<file path="src/rtl/shift_add_ctrl.sv">
// Sequencing FSM for a shift-add multiplier: issues registered load/add/shift commands.
// Defining SHIFT_ADD_CTRL_ABORT_EN adds a synchronous i_ABORT input.
module shift_add_ctrl #(
  parameter int WIDTH = 4
) (
  input  logic                         i_CLK,
  input  logic                         i_RESET,
  input  logic                         i_START,
  input  logic                         i_LSB,
`ifdef SHIFT_ADD_CTRL_ABORT_EN
  input  logic                         i_ABORT,
`endif
  output logic                         o_LOAD_cmd,
  output logic                         o_ADD_cmd,
  output logic                         o_SHIFT_cmd,
  output logic                         o_BUSY,
  output logic                         o_DONE,
  output logic [$clog2(WIDTH+1)-1:0]   o_COUNT
);

  localparam int CW = $clog2(WIDTH+1);
  localparam logic [CW-1:0] CNT_MAX = CW'(WIDTH);

  typedef enum logic [2:0] {
    S_IDLE,
    S_LOAD,
    S_TEST,
    S_ADD,
    S_SHIFT,
    S_DONE
  } state_t;

  state_t          state;
  state_t          state_nxt;
  logic [CW-1:0]   cnt;
  logic            abort;

`ifdef SHIFT_ADD_CTRL_ABORT_EN
  assign abort = i_ABORT;
`else
  assign abort = 1'b0;
`endif

  // In SHIFT the counter already holds the post-increment value.
  always_comb begin
    state_nxt = state;
    case (state)
      S_IDLE:  if (i_START) state_nxt = S_LOAD;
      S_LOAD:  state_nxt = S_TEST;
      S_TEST:  state_nxt = i_LSB ? S_ADD : S_SHIFT;
      S_ADD:   state_nxt = S_SHIFT;
      S_SHIFT: state_nxt = (cnt == CNT_MAX) ? S_DONE : S_TEST;
      S_DONE:  state_nxt = S_IDLE;
      default: state_nxt = S_IDLE;
    endcase
    if (abort && (state != S_IDLE)) state_nxt = S_IDLE;
  end

  // Outputs decoded from next state so each command is a clean registered level.
  always_ff @(posedge i_CLK or negedge i_RESET) begin
    if (!i_RESET) begin
      state       <= S_IDLE;
      cnt         <= '0;
      o_LOAD_cmd  <= 1'b0;
      o_ADD_cmd   <= 1'b0;
      o_SHIFT_cmd <= 1'b0;
      o_BUSY      <= 1'b0;
      o_DONE      <= 1'b0;
    end else begin
      state       <= state_nxt;
      o_LOAD_cmd  <= (state_nxt == S_LOAD);
      o_ADD_cmd   <= (state_nxt == S_ADD);
      o_SHIFT_cmd <= (state_nxt == S_SHIFT);
      o_BUSY      <= (state_nxt != S_IDLE);
      o_DONE      <= (state_nxt == S_DONE);
      if (state_nxt == S_LOAD)
        cnt <= '0;
      else if ((state_nxt == S_SHIFT) && (cnt != CNT_MAX))
        cnt <= cnt + 1'b1;
    end
  end

  assign o_COUNT = cnt;

endmodule

</file>
<file path="config.mk">
export PLATFORM = sky130hd
export DESIGN_NAME = shift_add_ctrl
export DESIGN_NICKNAME = d
export VERILOG_FILES = /design/src/rtl/shift_add_ctrl.sv
export SDC_FILE = /design/constraint.sdc
export NUM_CORES = 1
export LEC_CHECK = 0
export CORE_AREA = 5 5 42 44
export DETAILED_ROUTE_END_ITERATION = 16
export DIE_AREA = 0 0 47 49
export GPL_TIMING_DRIVEN = 0
export PLACE_DENSITY = 0.65
export SLEW_MARGIN = 20
export SYNTH_ARGS = -nofsm -noshare
export SYNTH_HDL_FRONTEND = slang
export SYNTH_SLANG_ARGS = --single-unit
export TNS_END_PERCENT = 30
</file>
<file path="constraint.sdc">
create_clock -name i_CLK -period 2.63 [get_ports i_CLK]
set_clock_uncertainty 0.05 [all_clocks]
set_input_delay 0.526 -clock i_CLK [delete_from_list [all_inputs] [get_ports i_CLK]]
set_output_delay 0.526 -clock i_CLK [all_outputs]
set_load 0.02 [all_outputs]
</file>
==> summary by stage, run 1 <==
Global route
Entering global routing, the biggest net connects 12 pins. The number of global-route vias before repair was 383. The first global-routing pass estimated 1.52 mm of wire.

For this run, the total global-route usage over all layers was measured as 0.0931. The final global-route overflow total is 0. The initial antenna violation count is 0.

Cells and area
The filler cells instantiated in the layout total 148. The sequential cells in the finished layout cover a total of 275 µm². The number of nets in the finished design is 67.

Relative to the synthesized area, the layout overhead comes to 30.7%. The area of the multi-input gates is 208 µm². The cell area after layout is 666 µm². The count of inserted antenna diode cells is 0.

In the final layout, the share of cells above drive strength 1 is 0.100.

Critical path
Walking the worst path, the cells encountered are clkdlybuf4s50_1. The worst setup path is captured at a primary output. STA puts the critical path data required time at 2.05 ns.

The worst setup path is of the reg -> out kind. For this run, the slowest stage of the critical path takes 0.63 ns. The arrival time at the worst endpoint is 1.31 ns.

For this design, the slowest cell found on the critical path is clkdlybuf4s50_1. Of all nets on the critical path, the largest fanout is 6. The number of buffers and inverters on the critical path is 1. The critical path startpoint category is a register. Among cell families on the critical path, the largest total delay comes from buffers and inverters.

CTS
The number of gates resized after CTS was 0. The maximum clock insertion buffer count is 2. The TritonCTS sink count is 11. TritonCTS built the clock tree. After clock tree synthesis, the flow added hold-fix buffers numbering 0. The tree is rooted in a clkbuf_4. CTS built an H-tree with a depth of 1.

The clock latency of the later-clocked register in the worst-skew pair is 0.26 ns. In this run, CTS created clock tree buffers numbering 3. The clock transition time at the flip-flop clock pins of the worst setup and hold paths is 0.07 ns.

In this run the post-CTS setup repair buffer count came out at 0.

Timing
Setup repair after global routing left no endpoint under its margin. The maximum achievable frequency is 530 MHz. The final count of pins violating max slew was 0. The slew at the pin with the worst max-slew slack is 0.480 ns.

On the final layout, the worst hold slack is 0.484 ns. The final worst-path cycle share is 0.717. The shortest clock period the worst path allows after layout is 1.89 ns. The final-layout setup total negative slack is 0 ns. The final number of hold-violating endpoints is 0.

The worst pin sits at a relative slew slack of 0.679. Setup violations remaining at the end of the flow were counted as 0.

Placed design
Routability-driven placement finished with a final weighted congestion of 0.715. The count of input and output buffers is 11. The cell area after placement is 639 µm².

The HPWL after detailed placement is 642 µm.

Floorplanning
The cell row count is 14. The die boundary height is 49 µm. The effective utilization at floorplan is 0.363. The die is 47 µm wide. The core area is 0.00140 mm². The floorplan die area is 0.00230 mm². For this design the top-level I/O count stands at 12.

Synth
Ranked by instance count, the synthesized netlist is headed by dfrtp_1, mux2i_1, nand2_1. The area fraction of the dominant cell type after synthesis is 0.541. The number of nets handed over by synthesis was 51. The dominant synthesized flop cell is dfrtp_1. In this run, synthesis produced a sequential element count of 11. The share of synthesized area occupied by flip-flops and latches is 0.541. The netlist uses 20 different library cells. Ranked by total cell area, the synthesized netlist is headed by dfrtp_1, mux2i_1, ha_1. The most common cell in the synthesized netlist is dfrtp_1. The synthesized cell area is 509 µm². The average instance in the mapped netlist occupies 11.3 µm². The cell taking the most area after synthesis is dfrtp_1.

The count of yosys warnings during synthesis is 0. The count of flip-flops with a built-in enable after synthesis is 0. For this run, asynchronously set or reset flops after synthesis account for 1.00. The instance count of the mapped netlist is 45.

Detailed routing
The detailed router placed 378 vias in this run. Once detail routing completed, the nets flagged for antenna violations numbered 0. After detailed routing, the number of vias per cell comes to 4.97.

For this block, the initial DRC count from the detailed router was 2. The wire length reported by the detailed router is 856 µm. The number of search-and-repair iterations in the first detailed-routing pass is 4. In the routed design, unresolved DRC markers number 0. Dividing the detail-routed wire length by the instance count gives 11.3 µm.

Power and ir drop
The static leakage is 0.324 nW. The highest ir drop seen on vdd is 0.498 mV. After layout, the design draws a total of 0.722 mW.

The power density normalized to cell area is 1080 mW/mm².

Run
The max-capacitance violation count is 0.

Status
The flow ran to the end, and the final reports show no timing, DRC or antenna violations.

Hold path
The worst hold path belongs to the class reg -> reg.
[cell type report]
type,instances,area share
flip-flops and latches,11,0.414
multi-input cells,29,0.312
repair buffers,11,0.165
clock buffers,4,0.0395
well taps,16,0.0301
inverters,4,0.0226
plain buffers,1,0.0169
[metal layers]
layer,wire [µm],vias to the layer above,GRT usage
met5,0,-,0
met1,388,177,0.118
met4,19,0,0.0553
met2,389,12,0.131
met3,59,4,0.0332
li1,-,185,-
[per-stage QoR]
step                      instances  utilization  setup WS, ns
after floorplan                  45            -          1.29
after global placement           72        0.456         0.759
after detailed placement         72        0.456         0.751
after CTS                        76        0.475         0.719
after global routing             76        0.475         0.676
final                            76        0.475         0.744
[flip-flops by register name (all words and copies together) (netlist names)]
register	flops
o_ADD_cmd	1
o_BUSY	1
o_COUNT	3
o_DONE	1
o_LOAD_cmd	1
o_SHIFT_cmd	1
state	3
[cells in the final DEF (no fill, tap or decap), drive strengths merged]
cell type / n
buf: 1
or4b: 1
dfrtp: 11
or2: 1
nand4b: 1
nor3: 1
clkbuf: 4
nor2: 2
nand3: 1
o21bai: 1
a21oi: 2
and2b: 1
mux2i: 5
and2: 1
nand2b: 2
nand2: 5
a21o: 1
nand4: 1
nor4b: 1
ha: 2
inv: 4
clkdlybuf4s50: 11
[worst paths after layout]
path	from	end	slack (ns)	depth (start not counted)
max reg2reg	state[2]	o_COUNT[1]	1.24	4
max in group asynchronous	i_RESET	state[2]	1.67	1
min in group asynchronous	i_RESET	o_ADD_cmd	0.53	1
min reg2reg	o_COUNT[0]	o_COUNT[0]	0.48	1
min	o_COUNT[0]	o_COUNT[0]	0.48	1
max	o_COUNT[2]	o_COUNT[2]	0.74	1
[logic make-up (layout without fill, tap and decap cells)]
family / count (synthesis) / count (layout) / share of synthesized area
AO/OA/AOI/OAI: 4 / 4 / 0.0516
adder cells (fa/ha/maj): 2 / 2 / 0.0491
AND/OR/NAND/NOR: 18 / 18 / 0.209
flip-flops: 11 / 11 / 0.541
multiplexers: 5 / 5 / 0.0983
buffers and inverters: 5 / 20 / 0.0516
[power breakdown]
part / internal, mW / switching, mW / leakage [nW]
clock network: 0.0587 / 0.0547 / 0.0150
registers: 0.228 / 0.0531 / 0.143
logic: 0.169 / 0.158 / 0.166
total: 0.456 / 0.266 / 0.324
No activity file was read; power rests on OpenSTA's default activity.
==> inputs of run 2 (changes only) <==
--- a/config.mk
+++ b/config.mk
@@ -9,7 +9,7 @@
 export DETAILED_ROUTE_END_ITERATION = 16
 export DIE_AREA = 0 0 47 49
 export GPL_TIMING_DRIVEN = 0
-export PLACE_DENSITY = 0.65
+export PLACE_DENSITY = 0.67
 export SLEW_MARGIN = 20
 export SYNTH_ARGS = -nofsm -noshare
 export SYNTH_HDL_FRONTEND = slang
==> constraint.sdc (replaced) <==
create_clock -name i_CLK -period 1.6 [get_ports i_CLK]
set_clock_uncertainty 0.05 [all_clocks]
set_input_delay 0.32 -clock i_CLK [delete_from_list [all_inputs] [get_ports i_CLK]]
set_output_delay 0.32 -clock i_CLK [all_outputs]
set_load 0.02 [all_outputs]
==> run 2 against run 1 <==
Against the previous run: core utilization grew 0.54 points; largest power group unchanged; clock power rose by 67%; non-clock buffer count unchanged; flip-flop and latch count is the same; via count grew 0.79%; final cell count unchanged; combinational power is 59% higher; sequential power up 65%; worst setup slack lost 0.70 ns.
==> summary by stage, run 2 (synthesis gave the netlist of run 1 again) <==
Status
Status: finished, final reports clean (unchanged).

Critical path
The kind of capture point of the worst setup path is a primary output (unchanged). The largest stage delay on the critical path is 0.59 ns (was 0.63 ns). The critical path startpoint category is a register (unchanged). The arrival time at the worst endpoint is 1.18 ns (was 1.31 ns). The startpoint-to-endpoint class of the critical path is reg -> out (unchanged). The required time at the worst-slack endpoint is 1.23 ns (was 2.05 ns). The setup slack of the worst register-to-register path is 0.20 ns (was 1.24 ns). The highest-delay cell along the critical path is clkdlybuf4s50_1 (unchanged). The kind of cell with the highest combined delay on the critical path was buffers and inverters (unchanged).

The highest net fanout along the worst path is 1 (was 6). The number of buffers and inverters on the critical path came to 1 (unchanged). Worst path cell trace: clkdlybuf4s50_1 (unchanged).

Cells and area
The cell area after layout is 673 µm² (was 666 µm²). The area of the multi-input gates was 214 µm² (was 208 µm²). The most common cell after layout, fill and taps aside is dfrtp_1. The synthesis-to-layout area growth is 32.2% (was 30.7%). The combined flip-flop and latch cell area is 275 µm² (unchanged). The number of nets in the finished design is 67 (unchanged).

Commonest non-fill, non-tap cells in the layout: dfrtp_1, clkdlybuf4s50_1, nand2_1, mux2i_1, inv_1 (was clkdlybuf4s50_1, dfrtp_1, nand2_1, mux2i_1, inv_1). The proportion of layout cells with a drive suffix above 1 is 0.117 (was 0.100). The final standard cell utilization of the core is 0.480 (was 0.475). The filler-free cell count of the finished design came to 76 (unchanged). The count of inserted antenna diode cells came to 0 (unchanged). The count of fill cells added during filler insertion is 144 (was 148).

Power and ir drop
The combinational share of power is 0.443 (was 0.453). The portion of total power attributed to sequential cells came to 0.396 (was 0.390). The power density normalized to cell area is 1740 mW/mm² (was 1080 mW/mm²). The internal power is 0.728 mW (was 0.456 mW). The switching part of the total power is 0.380 (was 0.368).

The part of the total power dissipated in the clock network is 0.161 (was 0.157). The static leakage is 0.368 nW (was 0.324 nW). The total design power is 1.17 mW (was 0.722 mW). The highest ir drop seen on vdd is 0.718 mV (was 0.498 mV).

The net switching power is 0.446 mW (was 0.266 mW).

CTS
The TritonCTS sink count is 11 (unchanged). The maximum clock insertion buffer count is 2 (unchanged). The clock latency of the later-clocked register in the worst-skew pair is 0.27 ns (was 0.26 ns). The number of H-tree levels is 1 (unchanged). The clock root buffer master is clkbuf_4 (unchanged). The CTS buffer count is 3 (unchanged).

The post-CTS setup repair buffer count is 0 (unchanged). The number of hold buffers added after cts is 0 (unchanged). The clock tree from TritonCTS is built (unchanged).

The clock transition time at the flip-flop clock pins of the worst setup and hold paths is 0.07 ns (about the same).

Timing
The final number of hold-violating endpoints came to 0 (unchanged). The tightest slew margin relative to the limit is 0.671 (was 0.679). Dividing the final minimum period by the clock period gives 0.970. The slew at the pin with the worst max-slew slack is 0.491 ns (was 0.480 ns). Setup repair after global routing missed its margin: no (unchanged). The total of endpoints with negative setup slack in the final report came to 0 (unchanged).

The post-route worst hold slack is 0.331 ns (was 0.484 ns). The maximum achievable frequency is 644 MHz. The final count of pins violating max slew is 0 (unchanged).

The shortest clock period the worst path allows after layout is 1.55 ns.

Floorplanning
The floorplan die area is 0.00230 mm² (unchanged). The cell row count is 14 (unchanged). The width of the chip is 47 µm (unchanged).

The effective utilization at floorplan is 0.363 (unchanged). The top-level I/O count is 12 (unchanged). The die boundary height is 49 µm (unchanged).

The core area was 0.00140 mm² (unchanged).

Placed design
The cell area after placement is 639 µm² (unchanged). The count of input and output buffers was 11 (unchanged). The final estimated routing congestion in global placement is 0.751 (was 0.715). The HPWL reported at the end of detailed placement was 672 µm (was 642 µm).

The number of placed cells counting well taps came to 72 (unchanged).

Detailed routing
The detailed-route via count came to 381 (was 378). The post-detailed-route count of antenna-violating nets is 0 (unchanged). The number of search-and-repair iterations in the first detailed-routing pass is 4 (unchanged). The post-detailed-route via-to-cell ratio is 5.01 (was 4.97). The average wire length per cell after detail routing is 12.3 µm (was 11.3 µm). The violation count after the first detailed-route iteration was 3 (was 2).

The post-route DRC violation count is 0 (unchanged). The wire length reported by the detailed router is 933 µm (was 856 µm).

Global route
The wire length of the first global-routing pass is 1.60 mm (was 1.52 mm). The initial antenna violation count is 0 (unchanged). The number of global-route vias before repair was 359 (was 383). The pin count of the biggest net entering global routing came to 12 (unchanged). The final global-route overflow total is 0 (unchanged). The combined global-route utilization of all metal layers is 0.0981 (was 0.0931).

Run
The max-capacitance violation count is 0 (unchanged).

Hold path
The path type of the worst min-delay path is in -> async (was reg -> reg).
## run 2: metrics by stage
| stage | worst slack (ns) | setup TNS (ns) |
|---|---|---|
| 3_3_place_gp | -0.0710 | -0.201 |
| 5_1_grt | 0.00207 | 0 |
| 6_report | 0.0477 | 0 |
| 2_1_floorplan | 0.259 | 0 |
| 3_5_place_dp | -0.0761 | -0.218 |
| 4_1_cts | 0.0132 | 0 |
## run 2: power groups by stage
stage / clock [mW] / sequential, mW / combinational [mW]
final: 0.189 / 0.465 / 0.520
after global routing: 0.211 / 0.486 / 0.574
after CTS: 0.198 / 0.464 / 0.528
after detailed placement: 0 / 0.469 / 0.544
after global placement: 0 / 0.468 / 0.533
after floorplan: 0 / 0.537 / 0.275
## run 2: area by class of cell
type / instances / share of cell area
Clock buffer: 4 / 0.0390
Timing Repair Buffer: 11 / 0.165
Sequential cell: 11 / 0.409
Inverter: 4 / 0.0223
Multi-Input combinational cell: 29 / 0.318
Buffer: 1 / 0.0167
Tap cell: 16 / 0.0297
## run 2: layer usage
layer	global-route usage	vias to the layer above	routed length (µm)	share of wire
met1	0.127	188	403	0.43
met5	0	-	0	0
li1	-	183	-	-
met2	0.131	8	469	0.50
met3	0.0221	2	45	0.048
met4	0.0829	0	14	0.015
## run 2: path summary, 6_finish.rpt
path / startpoint / to / cells past startpoint
max: o_DONE / o_DONE / 1
min: i_RESET / o_ADD_cmd / 1
max reg2reg: state[2] / o_COUNT[2] / 4
min reg2reg: o_COUNT[0] / o_COUNT[0] / 1
max in group asynchronous: i_RESET / o_COUNT[1] / 1
min in group i_CLK: o_COUNT[0] / o_COUNT[0] / 1
## run 2: repair_timing
action / in CTS / in global routing
gates cloned: 0 / 0
endpoints found under the setup margin: 3 / 3
gates resized for setup: 3 / 3
==> inputs of run 3 (changes only) <==
--- a/config.mk
+++ b/config.mk
@@ -5,6 +5,7 @@
 export SDC_FILE = /design/constraint.sdc
 export NUM_CORES = 1
 export LEC_CHECK = 0
+export CAP_MARGIN = 20
 export CORE_AREA = 5 5 42 44
 export DETAILED_ROUTE_END_ITERATION = 16
 export DIE_AREA = 0 0 47 49
==> results of run 3 <==
Final layout, timing and power as in run 2 (identical DEF).
